$ cat src/rtl/fetch_ctrl_if.sv
`default_nettype none
// ============================================================================
// Module      : fetch_ctrl_if
// Description : Bundles the signals around the fetch sequencer: redirect and
//               halt control from the PC datapath, the instruction-memory
//               request/response bus, and the valid/ready decode handoff.
//               master = fetch_ctrl side, slave = environment side.
// Ports       : redirect_i/redirect_pc_i/halt_i   control into fetch
//               imem_req_o/imem_addr_o/imem_gnt_i  request channel
//               imem_rvalid_i/imem_rdata_i         in-order response channel
//               if_valid_o/if_ready_i/if_pc_o/if_inst_o  decode handoff
//               busy_o                             responses outstanding
// Revision    : 1.0  initial release
// ============================================================================
interface fetch_ctrl_if #(
  parameter int ADDR_W = 32,
  parameter int DATA_W = 32
);
  logic              redirect_i;
  logic [ADDR_W-1:0] redirect_pc_i;
  logic              halt_i;
  logic              imem_req_o;
  logic [ADDR_W-1:0] imem_addr_o;
  logic              imem_gnt_i;
  logic              imem_rvalid_i;
  logic [DATA_W-1:0] imem_rdata_i;
  logic              if_valid_o;
  logic              if_ready_i;
  logic [ADDR_W-1:0] if_pc_o;
  logic [DATA_W-1:0] if_inst_o;
  logic              busy_o;

  modport master (
    input  redirect_i, redirect_pc_i, halt_i,
    output imem_req_o, imem_addr_o,
    input  imem_gnt_i, imem_rvalid_i, imem_rdata_i,
    output if_valid_o, if_pc_o, if_inst_o,
    input  if_ready_i,
    output busy_o
  );

  modport slave (
    output redirect_i, redirect_pc_i, halt_i,
    input  imem_req_o, imem_addr_o,
    output imem_gnt_i, imem_rvalid_i, imem_rdata_i,
    input  if_valid_o, if_pc_o, if_inst_o,
    output if_ready_i,
    input  busy_o
  );
endinterface
`default_nettype wire

$ cat src/rtl/fetch_ctrl.sv
`default_nettype none
// ============================================================================
// Module      : fetch_ctrl
// Description : Fetch sequencer. Owns the PC, issues in-order imem requests
//               under a credit limit of two (outstanding + buffered), pairs
//               each response with its request PC, drops responses made
//               stale by a redirect and buffers good ones in a 2-entry FIFO
//               toward decode.
// Ports       : clk  clock
//               rst  asynchronous reset, active low
//               bus  fetch_ctrl_if.master (control, imem, decode handoff)
// Revision    : 1.0  initial release
// ============================================================================
module fetch_ctrl #(
  parameter int                ADDR_W   = 32,
  parameter logic [ADDR_W-1:0] RESET_PC = '0,
  parameter int                DATA_W   = 32
) (
  input  wire logic      clk,
  input  wire logic      rst,
  fetch_ctrl_if.master   bus
);

  typedef enum logic [1:0] {
    BOOT = 2'd0,
    RUN  = 2'd1,
    HALT = 2'd2
  } state_t;

  state_t            state_q, state_d;
  logic [ADDR_W-1:0] pc_q;
  logic [1:0]        out_cnt;
  logic [1:0]        kill_cnt;
  logic [1:0]        fifo_cnt;

  // request-PC queue: one slot per outstanding request, read in order
  logic [ADDR_W-1:0] pcq_mem [2];
  logic              pcq_wr, pcq_rd;

  // decode FIFO
  logic [ADDR_W-1:0] fifo_pc   [2];
  logic [DATA_W-1:0] fifo_inst [2];
  logic              fifo_wr, fifo_rd;

  logic redirect_act, credit_ok, req, grant, rsp, push, pop, fifo_nonempty;

  // Redirect has no effect during BOOT
  assign redirect_act  = bus.redirect_i & (state_q != BOOT);
  // Credit keeps every in-flight response guaranteed a FIFO slot
  assign credit_ok     = ({1'b0, out_cnt} + {1'b0, fifo_cnt}) < 3'd2;
  assign req           = (state_q == RUN) & ~bus.halt_i & ~bus.redirect_i & credit_ok;
  assign grant         = req & bus.imem_gnt_i;
  // a response with nothing outstanding is spurious and ignored
  assign rsp           = bus.imem_rvalid_i & (out_cnt != 2'd0);
  assign push          = rsp & (kill_cnt == 2'd0) & ~redirect_act;
  assign fifo_nonempty = (fifo_cnt != 2'd0);
  assign pop           = fifo_nonempty & bus.if_ready_i & ~redirect_act;

  assign bus.imem_req_o  = req;
  assign bus.imem_addr_o = pc_q;
  assign bus.busy_o      = (out_cnt != 2'd0);
  assign bus.if_valid_o  = fifo_nonempty;
  assign bus.if_pc_o     = fifo_nonempty ? fifo_pc[fifo_rd]   : '0;
  assign bus.if_inst_o   = fifo_nonempty ? fifo_inst[fifo_rd] : '0;

  always_comb begin
    state_d = state_q;
    case (state_q)
      BOOT:    state_d = RUN;
      RUN:     if (bus.halt_i && (out_cnt == 2'd0)) state_d = HALT;
      HALT:    if (!bus.halt_i) state_d = RUN;
      default: state_d = BOOT;
    endcase
  end

  always_ff @(posedge clk or negedge rst) begin
    if (!rst) begin
      state_q  <= BOOT;
      pc_q     <= RESET_PC;
      out_cnt  <= 2'd0;
      kill_cnt <= 2'd0;
      fifo_cnt <= 2'd0;
      pcq_wr   <= 1'b0;
      pcq_rd   <= 1'b0;
      fifo_wr  <= 1'b0;
      fifo_rd  <= 1'b0;
    end else begin
      state_q <= state_d;

      if (redirect_act)
        pc_q <= bus.redirect_pc_i;
      else if (grant)
        pc_q <= pc_q + ADDR_W'(4);

      // grant is never high in a redirect cycle, so only rsp matters then
      case ({grant, rsp})
        2'b10:   out_cnt <= out_cnt + 2'd1;
        2'b01:   out_cnt <= out_cnt - 2'd1;
        default: out_cnt <= out_cnt;
      endcase

      if (grant) pcq_wr <= ~pcq_wr;
      if (rsp)   pcq_rd <= ~pcq_rd;

      // Everything still in flight after a redirect is stale; the response
      // arriving in the redirect cycle itself is dropped directly.
      if (redirect_act)
        kill_cnt <= out_cnt - {1'b0, rsp};
      else if (rsp && (kill_cnt != 2'd0))
        kill_cnt <= kill_cnt - 2'd1;

      if (redirect_act) begin
        fifo_cnt <= 2'd0;
        fifo_wr  <= 1'b0;
        fifo_rd  <= 1'b0;
      end else begin
        if (push) fifo_wr <= ~fifo_wr;
        if (pop)  fifo_rd <= ~fifo_rd;
        case ({push, pop})
          2'b10:   fifo_cnt <= fifo_cnt + 2'd1;
          2'b01:   fifo_cnt <= fifo_cnt - 2'd1;
          default: fifo_cnt <= fifo_cnt;
        endcase
      end
    end
  end

  // Storage arrays carry no reset; outputs are masked while the FIFO is empty
  always_ff @(posedge clk) begin
    if (grant)
      pcq_mem[pcq_wr] <= pc_q;
    if (push) begin
      fifo_pc[fifo_wr]   <= pcq_mem[pcq_rd];
      fifo_inst[fifo_wr] <= bus.imem_rdata_i;
    end
  end

endmodule
`default_nettype wire

$ cat src/flat_wrapper.sv
// flat-port wrapper written by rule: the top's interface ports become plain ports
module fetch_ctrl_flat 
#(
  parameter int                ADDR_W   = 32,
  parameter logic [ADDR_W-1:0] RESET_PC = '0,
  parameter int                DATA_W   = 32
)
  (clk, rst, bus_redirect_i, bus_redirect_pc_i, bus_halt_i, bus_imem_req_o, bus_imem_addr_o, bus_imem_gnt_i, bus_imem_rvalid_i, bus_imem_rdata_i, bus_if_valid_o, bus_if_pc_o, bus_if_inst_o, bus_if_ready_i, bus_busy_o);
  fetch_ctrl_if #(.ADDR_W(ADDR_W), .DATA_W(DATA_W)) bus_i ();
  input  wire logic clk;
  input  wire logic rst;
  input wire logic [$bits(bus_i.redirect_i)-1:0] bus_redirect_i;
  input wire logic [$bits(bus_i.redirect_pc_i)-1:0] bus_redirect_pc_i;
  input wire logic [$bits(bus_i.halt_i)-1:0] bus_halt_i;
  output wire logic [$bits(bus_i.imem_req_o)-1:0] bus_imem_req_o;
  output wire logic [$bits(bus_i.imem_addr_o)-1:0] bus_imem_addr_o;
  input wire logic [$bits(bus_i.imem_gnt_i)-1:0] bus_imem_gnt_i;
  input wire logic [$bits(bus_i.imem_rvalid_i)-1:0] bus_imem_rvalid_i;
  input wire logic [$bits(bus_i.imem_rdata_i)-1:0] bus_imem_rdata_i;
  output wire logic [$bits(bus_i.if_valid_o)-1:0] bus_if_valid_o;
  output wire logic [$bits(bus_i.if_pc_o)-1:0] bus_if_pc_o;
  output wire logic [$bits(bus_i.if_inst_o)-1:0] bus_if_inst_o;
  input wire logic [$bits(bus_i.if_ready_i)-1:0] bus_if_ready_i;
  output wire logic [$bits(bus_i.busy_o)-1:0] bus_busy_o;
  assign bus_i.redirect_i = bus_redirect_i;
  assign bus_i.redirect_pc_i = bus_redirect_pc_i;
  assign bus_i.halt_i = bus_halt_i;
  assign bus_imem_req_o = bus_i.imem_req_o;
  assign bus_imem_addr_o = bus_i.imem_addr_o;
  assign bus_i.imem_gnt_i = bus_imem_gnt_i;
  assign bus_i.imem_rvalid_i = bus_imem_rvalid_i;
  assign bus_i.imem_rdata_i = bus_imem_rdata_i;
  assign bus_if_valid_o = bus_i.if_valid_o;
  assign bus_if_pc_o = bus_i.if_pc_o;
  assign bus_if_inst_o = bus_i.if_inst_o;
  assign bus_i.if_ready_i = bus_if_ready_i;
  assign bus_busy_o = bus_i.busy_o;
  fetch_ctrl #(.ADDR_W(ADDR_W), .RESET_PC(RESET_PC), .DATA_W(DATA_W)) u_core (.clk(clk), .rst(rst), .bus(bus_i));
endmodule
$ cat config.mk
export PLATFORM = sky130hd
export DESIGN_NAME = fetch_ctrl_flat
export DESIGN_NICKNAME = d
export VERILOG_FILES = /design/src/rtl/fetch_ctrl_if.sv /design/src/rtl/fetch_ctrl.sv /design/src/flat_wrapper.sv
export SDC_FILE = /design/constraint.sdc
export NUM_CORES = 1
export LEC_CHECK = 0
export ABC_CLOCK_PERIOD_IN_PS = 3960
export CELL_PAD_IN_SITES_DETAIL_PLACEMENT = 1
export CELL_PAD_IN_SITES_GLOBAL_PLACEMENT = 2
export CORE_AREA = 2 2 142 213
export CTS_CLUSTER_DIAMETER = 100
export DETAILED_ROUTE_END_ITERATION = 16
export DIE_AREA = 0 0 144 215
export GPL_ROUTABILITY_DRIVEN = 0
export PLACE_DENSITY = 0.86
export SYNTH_ARGS = -nofsm -noshare
export SYNTH_HDL_FRONTEND = slang
export SYNTH_SLANG_ARGS = --single-unit
$ cat constraint.sdc
create_clock -name clk -period 3.96 [get_ports clk]
set_input_delay 0.792 -clock clk [delete_from_list [all_inputs] [get_ports clk]]
set_output_delay 0.792 -clock clk [all_outputs]
set_load 0.01 [all_outputs]
==> results.ini, run 1 <==
[outcome]
status=completed

[setup_path]
worstReg2RegStart=u_core.out_cnt[0]
crit_cells=4
rr_worst_depth=8
critPathRequiredTime_ns=3.17
start_kind=primary input
worstPathMaxFanout=4
crit_arrival_ns=2.60
slowest_stage=or4b_4
end_kind=primary output
r2r_slack_ns=1.01
critPathTopFamily=buffers and inverters
critPathBufInv=2
reg2reg_to=u_core.bus.imem_addr_o[16]
cp_common_cell=clkdlybuf4s50_1
path_class=in2out
max_stage_delay_ns=0.59
crit_path_end=bus_imem_req_o
crit_path_cell_trace=clkdlybuf4s50_1 -> or4b_4 -> nor3_1 -> clkdlybuf4s50_1
crit_start=bus_halt_i

[sta]
fin_crit_sh=0.856
max_freq_mhz=295
rsz0062_at_grt=false
fin_skew_ns=0.0130
period_minus_slack_ns=3.39
timing.slew.headroom=0.210
tightest_slew_ns=1.18
setup_viol=0
final_hold_viol_count=0
final_max_slew_viol_count=0

[drt]
ant_nets=0
dr.first_iter.drc_count=299
wl_per_cell_um=19.6
drc=0
drt-pass1-iter-count=4
vias_per_cell=4.72
vias=5813
wl_um=24100

[clock_tree]
hold_buffers=0
cts_resized=0
clkSlewWorstSetupHoldPaths_ns=0.07
clkSinkCount=236
clk_path_buf_depth=3
h-tree-depth=1
numCtsBuffers=24
clockRootBuffer=clkbuf_16
tritoncts=done
postCtsSetupBuffers=0
insertion_delay_ns=0.53

[synthesis]
synthFlopType=edfxtp_1
syn-mean-instance-area_um2=14.9
synth_seq_cells=236
synth-edff-count=192
syn_area_um2=9520
synth_nets=715
synthTopCellsByArea=edfxtp_1 61%, dfrtp_1 12%, mux2i_1 6.8%
synthCells=638
async_flop_share=0.186
ys_warn_count=0
synth.largest_area_cell=edfxtp_1
yosysSeqAreaShare=0.722
yosysUniqueCellTypes=40
synth_top_area_frac=0.606

[global_routing]
grt_pass1_wl_um=37300
gr-total-overflow=0
grt_max_degree=65
antenna_found_initial=0
grt_usage=0.158
grt_pass1_vias=6244

[floorplan]
fp.dieH_um=215
start_util=0.326
die_x_um=144
std_cell_rows=77
dieArea_um2=31000
io_pins=170
core_area_um2=29200

[layout]
area_growth_pct=32.1
drive_above_1_share=0.118
nets=897
antenna_cells=0
fillers=2953
final_area_um2=12600

[run]
drv_cap=0

[pwr]
finalPower_mw=8.12
p_leak_nw=4.19
power_density_nw_per_um2=646
ir_worst_vdd_mv=0.320

[place]
dpl_cell_area_um2=11800
dp.final_hpwl_um=16300
portBuffers=169

[hold_path]
hp-class=in2async

-- cell usage in the layout (no fill, tap or decap), drive strengths merged, types with 3 or more instances in the layout --
master and instances:
a21oi 4, and2 4, and3 3, buf 15, bufinv 3, clkbuf 29
clkdlybuf4s50 168, clkinv 7, clkinvlp 3, dfrtp 44, edfxtp 192, ha 5
inv 11, mux2 32, mux2i 65, nand2 48, nand3 10, nand4 18
nor2 82, nor3 3, nor4 3, o21ai 30, xnor2 15, xor2 23
-- power by group --
group	switching [mW]	internal (mW)	total [mW]
clock network	0.941	1.37	2.31
registers	0.514	3.17	3.68
logic	1.02	1.11	2.13
-- worst reg2reg max path, cell delays in order, from the launching register on --
cell and delay, ns:
dfrtp_1 0.44, and2_1 0.20, fa_1 0.46, or3b_2 0.56
nor2_8 0.26, inv_4 0.11, or4_1 0.55, xor2_1 0.17
o21ai_2 0.06
-- metal layers --
metal,wire (um),up-vias,track usage
met2,13100,146,0.290
li1,-,2700,-
met4,829,0,0.0608
met5,0,-,0
met3,1060,51,0.0261
met1,9130,2916,0.182
-- logic make-up (layout without fill, tap and decap cells) --
group,Yosys count,after routing,share of synthesized area
buffers and inverters,37,236,0.0154
muxes,97,97,0.106
xor gates and xnor gates,38,38,0.0350
adders and majority gates,6,6,0.00868
AOI/OAI and AO/OA,43,43,0.0256
and+or+nand+nor,181,181,0.0876
DFF,236,236,0.722
-- sequential cells by signal (all words and copies together), names as in the netlist, 2 cells and up --
signal,count
u_core.bus.imem_addr_o,32
u_core.fifo_cnt,2
u_core.fifo_inst,64
u_core.fifo_pc,64
u_core.kill_cnt,2
u_core.out_cnt,2
u_core.pcq_mem,64
u_core.state_q,2
-- worst min-delay path by stage --
stage,startpoint,endpoint,slack [ns]
floorplan,u_core.pcq_wr,u_core.pcq_wr,0.46
global placement,u_core.bus.imem_addr_o[0],u_core.pcq_mem[0][0],0.49
detailed placement,u_core.bus.imem_addr_o[0],u_core.pcq_mem[0][0],0.51
CTS,rst,u_core.bus.imem_addr_o[24],0.22
global route,rst,u_core.bus.imem_addr_o[24],0.23
finish,rst,u_core.bus.imem_addr_o[24],0.23
-- synthesized netlist by cell type (9+ instances only) --
master      n
clkbuf_1   19
dfrtp_1    44
edfxtp_1  192
inv_1       9
mux2_2     32
mux2i_1    65
nand2_1    48
nand3_1    10
nand4_1    18
nor2_1     81
o21ai_0    27
xnor2_1    15
xor2_1     23
-- through the flow --
stage               instances  utilization  hold WS, ns  TNS, ns  setup WS, ns
global route             1232        0.431        0.232        0         0.443
global placement         1189        0.403        0.494        0         0.572
floorplan                 638            -        0.459   -58.98        -0.461
CTS                      1232        0.431        0.221        0         0.502
detailed placement       1189        0.403        0.508        0         0.567
finish                   1232        0.431        0.227        0         0.572
-- final cells by class --
type,count,area [um^2],share of cell area
sequential,236,6870,0.546
multi-input combinational,365,2530,0.202
timing repair buffer,183,1830,0.146
clock buffer,29,651,0.0518
tap,395,494,0.0393
clock inverter,14,153,0.0121
inverter,10,40.0,0.00318
Power figures use the tool's default switching activity.
==> run 2, diff against run 1 <==
--- a/config.mk
+++ b/config.mk
@@ -5,15 +5,17 @@
 export SDC_FILE = /design/constraint.sdc
 export NUM_CORES = 1
 export LEC_CHECK = 0
+export ABC_AREA = 1
 export ABC_CLOCK_PERIOD_IN_PS = 3960
 export CELL_PAD_IN_SITES_DETAIL_PLACEMENT = 1
 export CELL_PAD_IN_SITES_GLOBAL_PLACEMENT = 2
-export CORE_AREA = 2 2 142 213
+export CORE_AREA = 2 2 151 227
 export CTS_CLUSTER_DIAMETER = 100
+export CTS_CLUSTER_SIZE = 40
 export DETAILED_ROUTE_END_ITERATION = 16
-export DIE_AREA = 0 0 144 215
+export DIE_AREA = 0 0 153 229
 export GPL_ROUTABILITY_DRIVEN = 0
-export PLACE_DENSITY = 0.86
+export PLACE_DENSITY = 0.87
 export SYNTH_ARGS = -nofsm -noshare
 export SYNTH_HDL_FRONTEND = slang
 export SYNTH_SLANG_ARGS = --single-unit
==> run 2 against run 1 <==
Effect of this change:
- sequential power is 1% higher
- flip-flop and latch count did not move
- die area up 13%
==> results.ini, run 2 <==
[outcome]
status=completed

[setup_path]
worstPathMaxFanout=64  ; +60
path_class=reg2out
reg2reg_to=u_core.bus.imem_addr_o[26]
r2r_slack_ns=1.42  ; +0.41 ns
start_kind=flip-flop
worstReg2RegStart=u_core.fifo_cnt[0]
crit_arrival_ns=2.50  ; -0.10 ns
end_kind=primary output
critPathRequiredTime_ns=3.17  ; about the same
rr_worst_depth=12  ; +4

[sta]
final_max_slew_viol_count=0  ; unchanged
setup_viol=0  ; unchanged
tightest_slew_ns=0.948  ; -0.236 ns
max_freq_mhz=304  ; +2.9%
fin_skew_ns=0.0174  ; +0.00446 ns
final_hold_viol_count=0  ; unchanged
period_minus_slack_ns=3.29  ; -0.0951 ns
rsz0062_at_grt=false
timing.slew.headroom=0.364  ; +0.153
fin_crit_sh=0.832  ; -0.0240
fin_setup_tns_ns=0  ; unchanged

[layout]
seqCellArea_um2=6870  ; about the same
area_growth_pct=23.8
drive_above_1_share=0.0469  ; -0.0714
multi_input_comb_area_um2=2900  ; +14%
mostFrequentLayoutCells=382 x nand2_1, 192 x edfxtp_1, 168 x clkdlybuf4s50_1
antenna_cells=0  ; unchanged
layout_commonest_cell=nand2_1
final_cells=1551  ; +26%
largest_registers=u_core.fifo_inst: 64 flops, u_core.fifo_pc: 64 flops, u_core.pcq_mem: 64 flops
nets=1206  ; +34%
fillers=3678  ; +25%

[clock_tree]
clockRootBuffer=clkbuf_16
postCtsSetupBuffers=0  ; unchanged
numCtsBuffers=9  ; -63%
cts_resized=0  ; unchanged
clk_path_buf_depth=3  ; unchanged
h-tree-depth=1  ; unchanged
clkSinkCount=236  ; unchanged
tritoncts=done
hold_buffers=0  ; unchanged
clkSlewWorstSetupHoldPaths_ns=0.14  ; +0.07 ns
insertion_delay_ns=0.49  ; -0.04 ns

[drt]
drc=0  ; unchanged
ant_nets=0  ; unchanged
wl_um=25800  ; +7.1%
vias=7172  ; +23%
wl_per_cell_um=16.6  ; -15%
dr.first_iter.drc_count=385  ; +29%
drt-pass1-iter-count=4  ; unchanged
vias_per_cell=4.62  ; -2.0%

[place]
dp.final_hpwl_um=18400  ; +13%
portBuffers=169  ; unchanged
dp_cells=1538  ; +29%

[synthesis]
synthTopCellsByArea=edfxtp_1 57%, nand2_1 14%, dfrtp_1 11%
yosysSeqAreaShare=0.679  ; -0.0421
synthFlopType=edfxtp_1
yosysMostFrequentCell=nand2_1
synth_nets=1055  ; +48%
synth-edff-count=192  ; unchanged
synthCells=978  ; +53%
async_flop_share=0.186  ; unchanged
yosysUniqueCellTypes=35  ; -13%
synth_seq_cells=236  ; unchanged
synth_commonest_cells=382 x nand2_1, 192 x edfxtp_1, 87 x nor2_1, 78 x a21oi_1, 44 x dfrtp_1
synth_top_area_frac=0.571  ; -0.0353
syn_area_um2=10100  ; +6.2%
ys_warn_count=0  ; unchanged
synth.largest_area_cell=edfxtp_1
syn-mean-instance-area_um2=10.3  ; -31%

[hold_path]
hp-class=in2async

[pwr]
finalPower_mw=8.46  ; +4.2%
ir_worst_vdd_mv=0.287  ; -10%
p_leak_nw=4.67  ; +11%
power_density_nw_per_um2=676  ; +4.8%

[floorplan]
core_area_um2=33100  ; +14%
start_util=0.305  ; -0.0211
std_cell_rows=82  ; +6.5%
dieArea_um2=35000  ; +13%
io_pins=170  ; unchanged
die_x_um=153  ; +6.3%
fp.dieH_um=229  ; +6.5%

[global_routing]
grt_pass1_wl_um=41400  ; +11%
grt_pass1_vias=7536  ; +21%
grt_usage=0.146  ; -0.0120
gr-total-overflow=0  ; unchanged
grt_max_degree=65  ; unchanged
antenna_found_initial=0  ; unchanged

[run]
drv_cap=0  ; unchanged

run 2: layout make-up:
| type | instances | area share |
|---|---|---|
| multi-input cells | 656 | 0.232 |
| inverters | 44 | 0.0132 |
| clock buffers | 12 | 0.0189 |
| repair buffers | 182 | 0.145 |
| flip-flops and latches | 236 | 0.549 |
| clock inverters | 1 | 0.000400 |
| well taps | 420 | 0.0420 |
run 2: cells by family (layout without fill, tap and decap cells):
family | Yosys count | after routing | synth area share
adders and majority gates | 6 | 6 | 0.00817
AOI/OAI and AO/OA | 116 | 116 | 0.0605
buffers and inverters | 86 | 239 | 0.0364
DFF | 236 | 236 | 0.679
and+or+nand+nor | 528 | 528 | 0.210
xor gates and xnor gates | 6 | 6 | 0.00520
run 2: through the flow:
stage          setup WS, ns   util  hold WS (ns)  cell area (um^2)
2_1_floorplan         0.581      -         0.478             10100
3_3_place_gp           1.05  0.370         0.515             12300
3_5_place_dp           1.05  0.370         0.531             12300
4_1_cts               0.594  0.377         0.182             12500
5_1_grt               0.463  0.377         0.192             12500
6_report              0.667  0.377         0.194             12500
run 2: worst max-delay path by stage:
stage | depth (start not counted) | from | end | slack, ns
finish | 4 | u_core.fifo_rd | bus_if_pc_o[23] | 0.67
global route | 4 | u_core.fifo_cnt[0] | bus_if_inst_o[2] | 0.46
CTS | 5 | u_core.fifo_rd | bus_if_inst_o[7] | 0.59
detailed placement | 5 | bus_halt_i | bus_imem_req_o | 1.05
global placement | 5 | bus_redirect_i | bus_imem_req_o | 1.05
floorplan | 5 | bus_redirect_i | u_core.fifo_inst[1][0] | 0.58
run 2: worst max-delay path, cell delays in order, from the launching register on:
cell and delay, ns:
dfrtp_2 0.40, buf_4 0.57, nand2_1 0.14, a21oi_1 0.28
clkdlybuf4s50_1 0.59
run 2: routing by layer:
metal,wire [um],GRT usage,vias up
met3,631,0.0114,29
met1,10700,0.178,3481
li1,-,-,3539
met4,611,0.0414,0
met2,13900,0.276,123
met5,0,0,-
run 2: power by group:
part | internal (mW) | leakage [nW] | switching, mW
clock | 0.428 | 0.115 | 0.714
combinational | 1.49 | 2.30 | 2.10
sequential | 3.26 | 2.26 | 0.463
total | 5.18 | 4.67 | 3.27
